`src/rtl/counter_pkg.sv`:
```
`default_nettype none
// ============================================================================
// Module   : counter_pkg
// Brief    : Shared defaults and direction encoding for the directional counter.
// Revision : 1.0 - initial release
// ============================================================================
package counter_pkg;

    localparam int DEFAULT_WIDTH         = 8;
    localparam int DEFAULT_ROM_ADDR_BITS = 8;

    localparam logic DIR_UP   = 1'b0;
    localparam logic DIR_DOWN = 1'b1;

endpackage : counter_pkg
`default_nettype wire

```
`src/rtl/count_lut_rom.sv`:
```
`default_nettype none
// ============================================================================
// Module   : count_lut_rom
// Brief    : Synchronous identity ROM, mem[a] = a[WIDTH-1:0], one-cycle read.
// Revision : 1.0 - initial release
// ============================================================================
module count_lut_rom
    import counter_pkg::*;
#(
    parameter int WIDTH         = DEFAULT_WIDTH,
    parameter int ROM_ADDR_BITS = DEFAULT_ROM_ADDR_BITS
) (
    input  logic                     CLK,
    input  logic                     RST,
    input  logic                     ROM_EN,
    input  logic [ROM_ADDR_BITS-1:0] ROM_ADDR,
    output logic [WIDTH-1:0]         ROM_DATA
);

    localparam int DEPTH = 2 ** ROM_ADDR_BITS;

    logic [WIDTH-1:0] w_mem [DEPTH];

    // Contents are fixed at elaboration; the slice also rejects ROM_ADDR_BITS < WIDTH.
    for (genvar a = 0; a < DEPTH; a++) begin : g_rom_init
        localparam logic [ROM_ADDR_BITS-1:0] c_addr = ROM_ADDR_BITS'(a);
        assign w_mem[a] = c_addr[WIDTH-1:0];
    end

    always_ff @(posedge CLK or posedge RST) begin
        if (RST) begin
            ROM_DATA <= '0;
        end else if (ROM_EN) begin
            ROM_DATA <= w_mem[ROM_ADDR];
        end
    end

endmodule : count_lut_rom
`default_nettype wire

```
`src/rtl/counter_top_8b.sv`:
```
`default_nettype none
// ============================================================================
// Module   : counter_top_8b
// Brief    : Wrapping up/down counter with terminal count and reference ROM.
// Revision : 1.0 - initial release
// ============================================================================
module counter_top_8b
    import counter_pkg::*;
#(
    parameter int WIDTH         = DEFAULT_WIDTH,
    parameter int ROM_ADDR_BITS = DEFAULT_ROM_ADDR_BITS
) (
    input  logic                     CLK,
    input  logic                     RST,
    input  logic                     EN,
    input  logic                     DIR,
    output logic [WIDTH-1:0]         CNT,
    output logic                     TC,
    input  logic                     ROM_EN,
    input  logic [ROM_ADDR_BITS-1:0] ROM_ADDR,
    output logic [WIDTH-1:0]         ROM_DATA
);

    logic w_cnt_max;
    logic w_cnt_zero;

    // CNT is the count register itself so it can be reached hierarchically.
    always_ff @(posedge CLK or posedge RST) begin
        if (RST) begin
            CNT <= '0;
        end else if (EN) begin
            if (DIR == DIR_DOWN) begin
                CNT <= CNT - WIDTH'(1);
            end else begin
                CNT <= CNT + WIDTH'(1);
            end
        end
    end

    assign w_cnt_max  = (CNT == {WIDTH{1'b1}});
    assign w_cnt_zero = (CNT == '0);

    // High in the cycle before the counter wraps in the selected direction.
    assign TC = EN & (((DIR == DIR_UP) & w_cnt_max) | ((DIR == DIR_DOWN) & w_cnt_zero));

    count_lut_rom #(
        .WIDTH         (WIDTH),
        .ROM_ADDR_BITS (ROM_ADDR_BITS)
    ) u_rom (
        .CLK      (CLK),
        .RST      (RST),
        .ROM_EN   (ROM_EN),
        .ROM_ADDR (ROM_ADDR),
        .ROM_DATA (ROM_DATA)
    );

endmodule : counter_top_8b
`default_nettype wire

```
`config.mk`:
```
export PLATFORM = sky130hd
export DESIGN_NAME = counter_top_8b
export DESIGN_NICKNAME = d
export VERILOG_FILES = /design/src/rtl/counter_pkg.sv /design/src/rtl/count_lut_rom.sv /design/src/rtl/counter_top_8b.sv
export SDC_FILE = /design/constraint.sdc
export NUM_CORES = 1
export LEC_CHECK = 0
export CORE_ASPECT_RATIO = 1.4
export CORE_MARGIN = 2
export CORE_UTILIZATION = 46
export CTS_CLUSTER_SIZE = 28
export DETAILED_ROUTE_END_ITERATION = 10
export PLACE_DENSITY_LB_ADDON = 0.08
export SYNTH_ARGS = -nofsm -noshare
export SYNTH_HDL_FRONTEND = slang
export SYNTH_SLANG_ARGS = --single-unit
```
`constraint.sdc`:
```
create_clock -name CLK -period 2.24 [get_ports CLK]
set_input_delay 0.448 -clock CLK [delete_from_list [all_inputs] [get_ports CLK]]
set_output_delay 0.448 -clock CLK [all_outputs]
set_load 0.005 [all_outputs]
```
# Word level (Yosys, flattened, before mapping)
# Memory sizes are Yosys's and may differ from the RTL's. A register that Yosys moved wholly into a read port is not among the register bits.
# Cells that the tools add are included.
[word_totals]
regBits = 8
input_bits = 13
mem_bits_ro = 2048
mem_count = 1
wordCells = 13
output_inout_bits = 17
[op_classes]
addsub = 2
eq_ne = 1
n_reduce_logical = 1
bitwise = 6
muxes = 1
[memory_table]
columns = ["memory", "depth", "width", "rd", "rd_ports_with_merged_regs", "write_ports", "line", "rtl"]
rows = [
  ["(no name shown)", 256, 8, 1, 1, 0, "count_lut_rom.sv:34", "ROM_DATA <= w_mem[ROM_ADDR];"],
]
[op_table]
columns = ["op", "count"]
rows = [
  ["$not A8 Y9", 1],
  ["$add A8 B1 Y8 const B", 1],
  ["$eq A8 B8 Y1 const B", 1],
  ["$logic_not A8 Y1", 1],
  ["$mux W8", 1],
  ["$sub A8 B1 Y8 const B", 1],
  ["$and A1 B1 Y1", 3],
  ["$not A1 Y1", 1],
  ["$or A1 B1 Y1", 1],
]

# Logic depth before layout (Yosys ltp)
[logic_depth]
ltp_word = 4
mapped_depth = 7
ltp_nobuf = 7

# Hierarchy
# From an unflattened synthesis, not the netlist that was laid out.
[hier_totals]
cells_unflattened = 89
area_unflattened_um2 = 1003.5
[modules_own_cells]
columns = ["mod", "n_inst", "seq_area_each_um2", "area_each_um2", "cells_each"]
rows = [
  ["counter_top_8b", 1, 200.2, 668.1, 71],
  ["count_lut_rom", 1, 200.2, 335.3, 18],
]

# Worst setup path before layout
# No wires, ideal clock.
[synth_timing]
path_type = "input to register"
from = "input port DIR"
to = "register CNT[7]"
arrival_ps = 1691
setup_ps = 95
path_stages = 6
t_required_ps = 2145
path_buffers = 0
slack_ps = 454
path_cell_list = "ha_1 > a211oi_2 > nor2_2 > a31oi_1 > mux2_1 > o32ai_2"
[synth_via]
elab_chain_len = 1
[synth_rtl]
columns = ["item", "line", "rtl"]
rows = [
  ["start: declaration", "counter_top_8b.sv:16", "input logic DIR,"],
  ["$mux W8", "counter_top_8b.sv:32", "if (DIR == DIR_DOWN) begin"],
  ["end signal: assignment", "counter_top_8b.sv:33", "CNT <= CNT - WIDTH'(1);"],
  ["end signal: assignment", "counter_top_8b.sv:35", "CNT <= CNT + WIDTH'(1);"],
  ["end: declaration", "counter_top_8b.sv:17", "output logic [WIDTH-1:0] CNT,"],
]
# No other way between the ends.
# A chain may end at the register's enable or synchronous reset.

# Final worst setup path
[layout_timing]
from = "input port DIR"
to = "output port TC"
[layout_via]
elab_chain_len = 4
elab_cells_between_ends = 5
classes_between = "5 x bitwise"
[layout_rtl]
columns = ["item", "line", "rtl"]
rows = [
  ["$not A1 Y1", "counter_top_8b.sv:44", "assign TC = EN & (((DIR == DIR_UP) & w_cnt_max) | ((DIR == DIR_DOWN) & w_cnt_zero));"],
  ["$and A1 B1 Y1", "counter_top_8b.sv:44", ""],
  ["$or A1 B1 Y1 (*)", "counter_top_8b.sv:44", ""],
  ["$and A1 B1 Y1 (*)", "counter_top_8b.sv:44", ""],
  ["end: declaration", "counter_top_8b.sv:18", "output logic TC,"],
]
# Every way passes the cells marked *; elsewhere a longest branch is shown, timed or not.

==> reports/metrics.sh <==
WORST_PATH_DOMINANT_CELL_FAMILY='buffers and inverters'
TIMING.FINAL.CRIT_SHARE=0.937
CP.BUFFERS_INVERTERS=3
TRACK_USAGE=0.222
CTS_TREE='yes'
POST_SYNTH_MAIN_AREA_CONTRIBUTORS='dfrtp_1 41%, mux2_1 8.0%, ha_1 7.6%'
FIRST_ITER_VIOLATIONS=14
WIRE_PER_INST_UM=15.4
WORST_SETUP_PATH_ENDPOINT='TC'
YS_SEQ_ELEMENTS=16
MAX_CLK_RATE_MHz=476
CRIT_PATH_TOP_DELAY_CELL='or4_1'
CRITICAL_PATH_REQUIRED_NS=1.79
YOSYS.AREA.TOP_TYPE_SHARE=0.407
NNETSFINAL=158
AVERAGE_SIZE_OF_A_MAPPED_CELL_UM2=11.2
WORST_EP_ARRIVAL_TIME_NS=1.65
SYNTHESIS.NETS=108
WORST-R2R-CELL-COUNT=7
GLOBALROUTE.TOTALOVERFLOW=0
POST_ROUTE_CELLS_DRIVE_ABOVE_1_SHARE=0.250
FINAL.SETUP.TNS_NS=0
FLOORPLAN_ROW_COUNT=19
CTS_INSERTED_BUFFERS=3
GRT_START_MAX_NET_PINS=17
CELLLEAKAGEPOWER_nW=0.652
SLEW_VIOLATIONS=0
CRITICAL_PATH.REG2REG.STARTPOINT='CNT[1]'
DIE_WIDTH_UM=43.1
MOSTFREQUENTLAYOUTCELLS='27 x clkdlybuf4s50_1, 18 x buf_4, 15 x dfrtp_1'
DRT_PASS1_ITERATIONS=4
MAXSLEWHEADROOM=0.597
H-TREE-DEPTH=1
CTS_HOLD_BUFFERS=0
DRT-VIAS-PER-INSTANCE=5.59
LAYOUT.CELLS.MOST_COMMON='clkdlybuf4s50_1'
ROUTED_WL_MM=2.42
CLOCKBUFFERDEPTH=2
DESIGN.PORTCOUNT=30
GRT_PASS1_WL_MM=4.15
NUMBER_OF_LIBRARY_CELL_TYPES_MAPPED_BY_SYNTHESIS=37
ROUTABILITYCONGESTION=0.817
VIAS=878
FINAL-HOLD-VIOLATION-COUNT=0
WORST_PATH_LARGEST_CELL_DELAY_NS=0.46
TOTAL_CORE_AREA_MM2=0.00200
CLOCK-SKEW-FINAL_NS=0.000959
FINISH.UTILIZATION=0.727
TYPE_OF_THE_SETUP_PATH_WITH_THE_LEAST_SLACK='input port to primary output'
CLOCK_TREE.ROOT_CELL='clkbuf_4'
IO_BUFFER_COUNT=29
POST_DETAILED_ROUTE_COUNT_OF_ANTENNA_VIOLATING_NETS=0
CP-START-KIND='input port'
VDD_DROP_MAX_V=0.000733
CLOCK_SINKS=16
CLKTRANSATPATHREGS_NS=0.08
VIAS_IN_THE_FIRST_GLOBAL_ROUTE=928
ENDPOINT_KIND='primary output'
SETUP.REG_TO_REG.WORST_SLACK_NS=0.29
OUTCOME='finished, final reports clean'
CRITICAL_PATH.MAX_FANOUT=2
PATH_CELLS='dlygate4sd2_1 -> inv_2 -> nand4_1 -> or4_1 -> a21oi_1 -> clkdlybuf4s15_2'
SYNTH_WARNINGS=0
TIMING.CRITICAL_PATH.FROM='DIR'
MAX_SLEW.WORST_PIN.SLEW_NS=0.604
DIODES=0
WORST_R2R_ENDPOINT='CNT[7]'
GRT_SETUP_UNREPAIRED='false'
FIN_CRIT_NS=2.10
POST-LAYOUT-TOTAL-POWER_mW=1.70
P_PER_AREA_mW_PER_MM2=1170
DRV.MAX_CAP_VIOLATION_COUNT=0
HPWL_MM=1.99
TIMING.FINAL.SETUP_VIOLATIONS=0
CLK-INSERTION-DELAY-LATE_NS=0.28
AREAGROWTHSYNTHTOFINISH_PCT=47.5
INITIAL_UTILIZATION=0.493
SYNTH_AREA_UM2=985
DR_DRC_COUNT=0
HOLDWS_NS=0.490
YS_SEQ_AREA_FRAC=0.407
ANTENNA_FOUND_INITIAL=0
NETLIST.TOP_CELL.BY_AREA='dfrtp_1'
DIE-AREA_MM2=0.00253
DIE-HEIGHT_UM=58.7
MIN_PATH_TYPE='register to register'
SYN_INST=88
CP_NUM_CELLS=6
-- flip-flops by register name, indices dropped and copies added (netlist names) --
register,count
CNT,8
u_rom.ROM_DATA,8
-- through the flow --
| step | area [um^2] | setup WS [ns] | instances |
|---|---|---|---|
| 5_1_grt | 1450 | 0.0491 | 157 |
| 6_report | 1450 | 0.140 | 157 |
| 2_1_floorplan | 985 | 0.454 | 88 |
| 4_1_cts | 1450 | 0.0790 | 157 |
| 3_3_place_gp | 1430 | -0.345 | 154 |
| 3_5_place_dp | 1430 | -0.336 | 154 |
-- worst register-to-register path: stages (launching register included) --
cell and delay, ns:
dfrtp_1 0.39, buf_4 0.15, ha_1 0.30, a211oi_2 0.29, nor2_2 0.11, a31oi_1 0.19
mux2_1 0.35, o32ai_2 0.09
-- cell type report --
class	instances	area [um^2]
sequential	16	402
inverter	5	18.8
multi-input combinational	65	558
clock buffer	3	22.5
timing repair buffer	47	425
tap	21	26.3
fill	151	544
-- power by group --
group	internal, mW	total [mW]	switching (mW)
combinational	0.628	1.09	0.462
clock	0.0624	0.144	0.0817
sequential	0.381	0.465	0.0838
total	1.07	1.70	0.627
-- cells in the mapped netlist --
master / n
dfrtp_1: 16
mux2_1: 7
ha_1: 6
mux2_2: 4
nand2_1: 4
nor2_1: 4
a21o_1: 3
a21oi_1: 3
inv_1: 3
xnor2_1: 3
a211oi_1: 2
and3_1: 2
clkbuf_1: 2
inv_2: 2
mux2i_1: 2
nand3_1: 2
nor3_1: 2
o21ai_1: 2
a211oi_2: 1
a221oi_4: 1
a22oi_1: 1
a31oi_1: 1
fa_1: 1
nand4_1: 1
nand4b_1: 1
nor2_2: 1
nor2b_1: 1
nor4_1: 1
o21a_1: 1
o21ai_0: 1
o21bai_1: 1
o21bai_2: 1
o311ai_0: 1
o31a_1: 1
o32ai_2: 1
or4_1: 1
xor2_1: 1
-- worst min-delay path by stage --
stage	startpoint	slack [ns]	cells after the start	end
floorplan	RST	0.36	1	CNT[0]
finish	u_rom.ROM_DATA[2]	0.49	1	u_rom.ROM_DATA[2]
CTS	u_rom.ROM_DATA[2]	0.49	1	u_rom.ROM_DATA[2]
global placement	u_rom.ROM_DATA[2]	0.47	1	u_rom.ROM_DATA[2]
detailed placement	u_rom.ROM_DATA[2]	0.47	1	u_rom.ROM_DATA[2]
global route	u_rom.ROM_DATA[2]	0.52	1	u_rom.ROM_DATA[2]
-- layer usage --
metal	track usage	routed length (um)	up-vias
met5	0	0	-
met4	0.121	74	0
met3	0.0368	132	6
met2	0.405	1340	29
met1	0.238	873	418
li1	-	-	425
-- what timing repair did --
action / in CTS / in global routing
gates resized for setup: 4 / 1
endpoints found under the setup margin: 1 / 1
buffers inserted: 0 / 0
pin swaps: 1 / 0
-- kinds of logic (layout without fill, tap and decap cells) --
kind of cell	count (synthesis)	count (layout)	synth area share
multiplexers	13	13	0.146
flip-flops	16	16	0.407
XOR/XNOR	4	4	0.0356
adder cells (fa/ha/maj)	7	7	0.0966
AND/OR/NAND/NOR	20	20	0.105
AO/OA/AOI/OAI	21	21	0.183
buffers and inverters	7	55	0.0267
(Power assumes the default switching activity.)
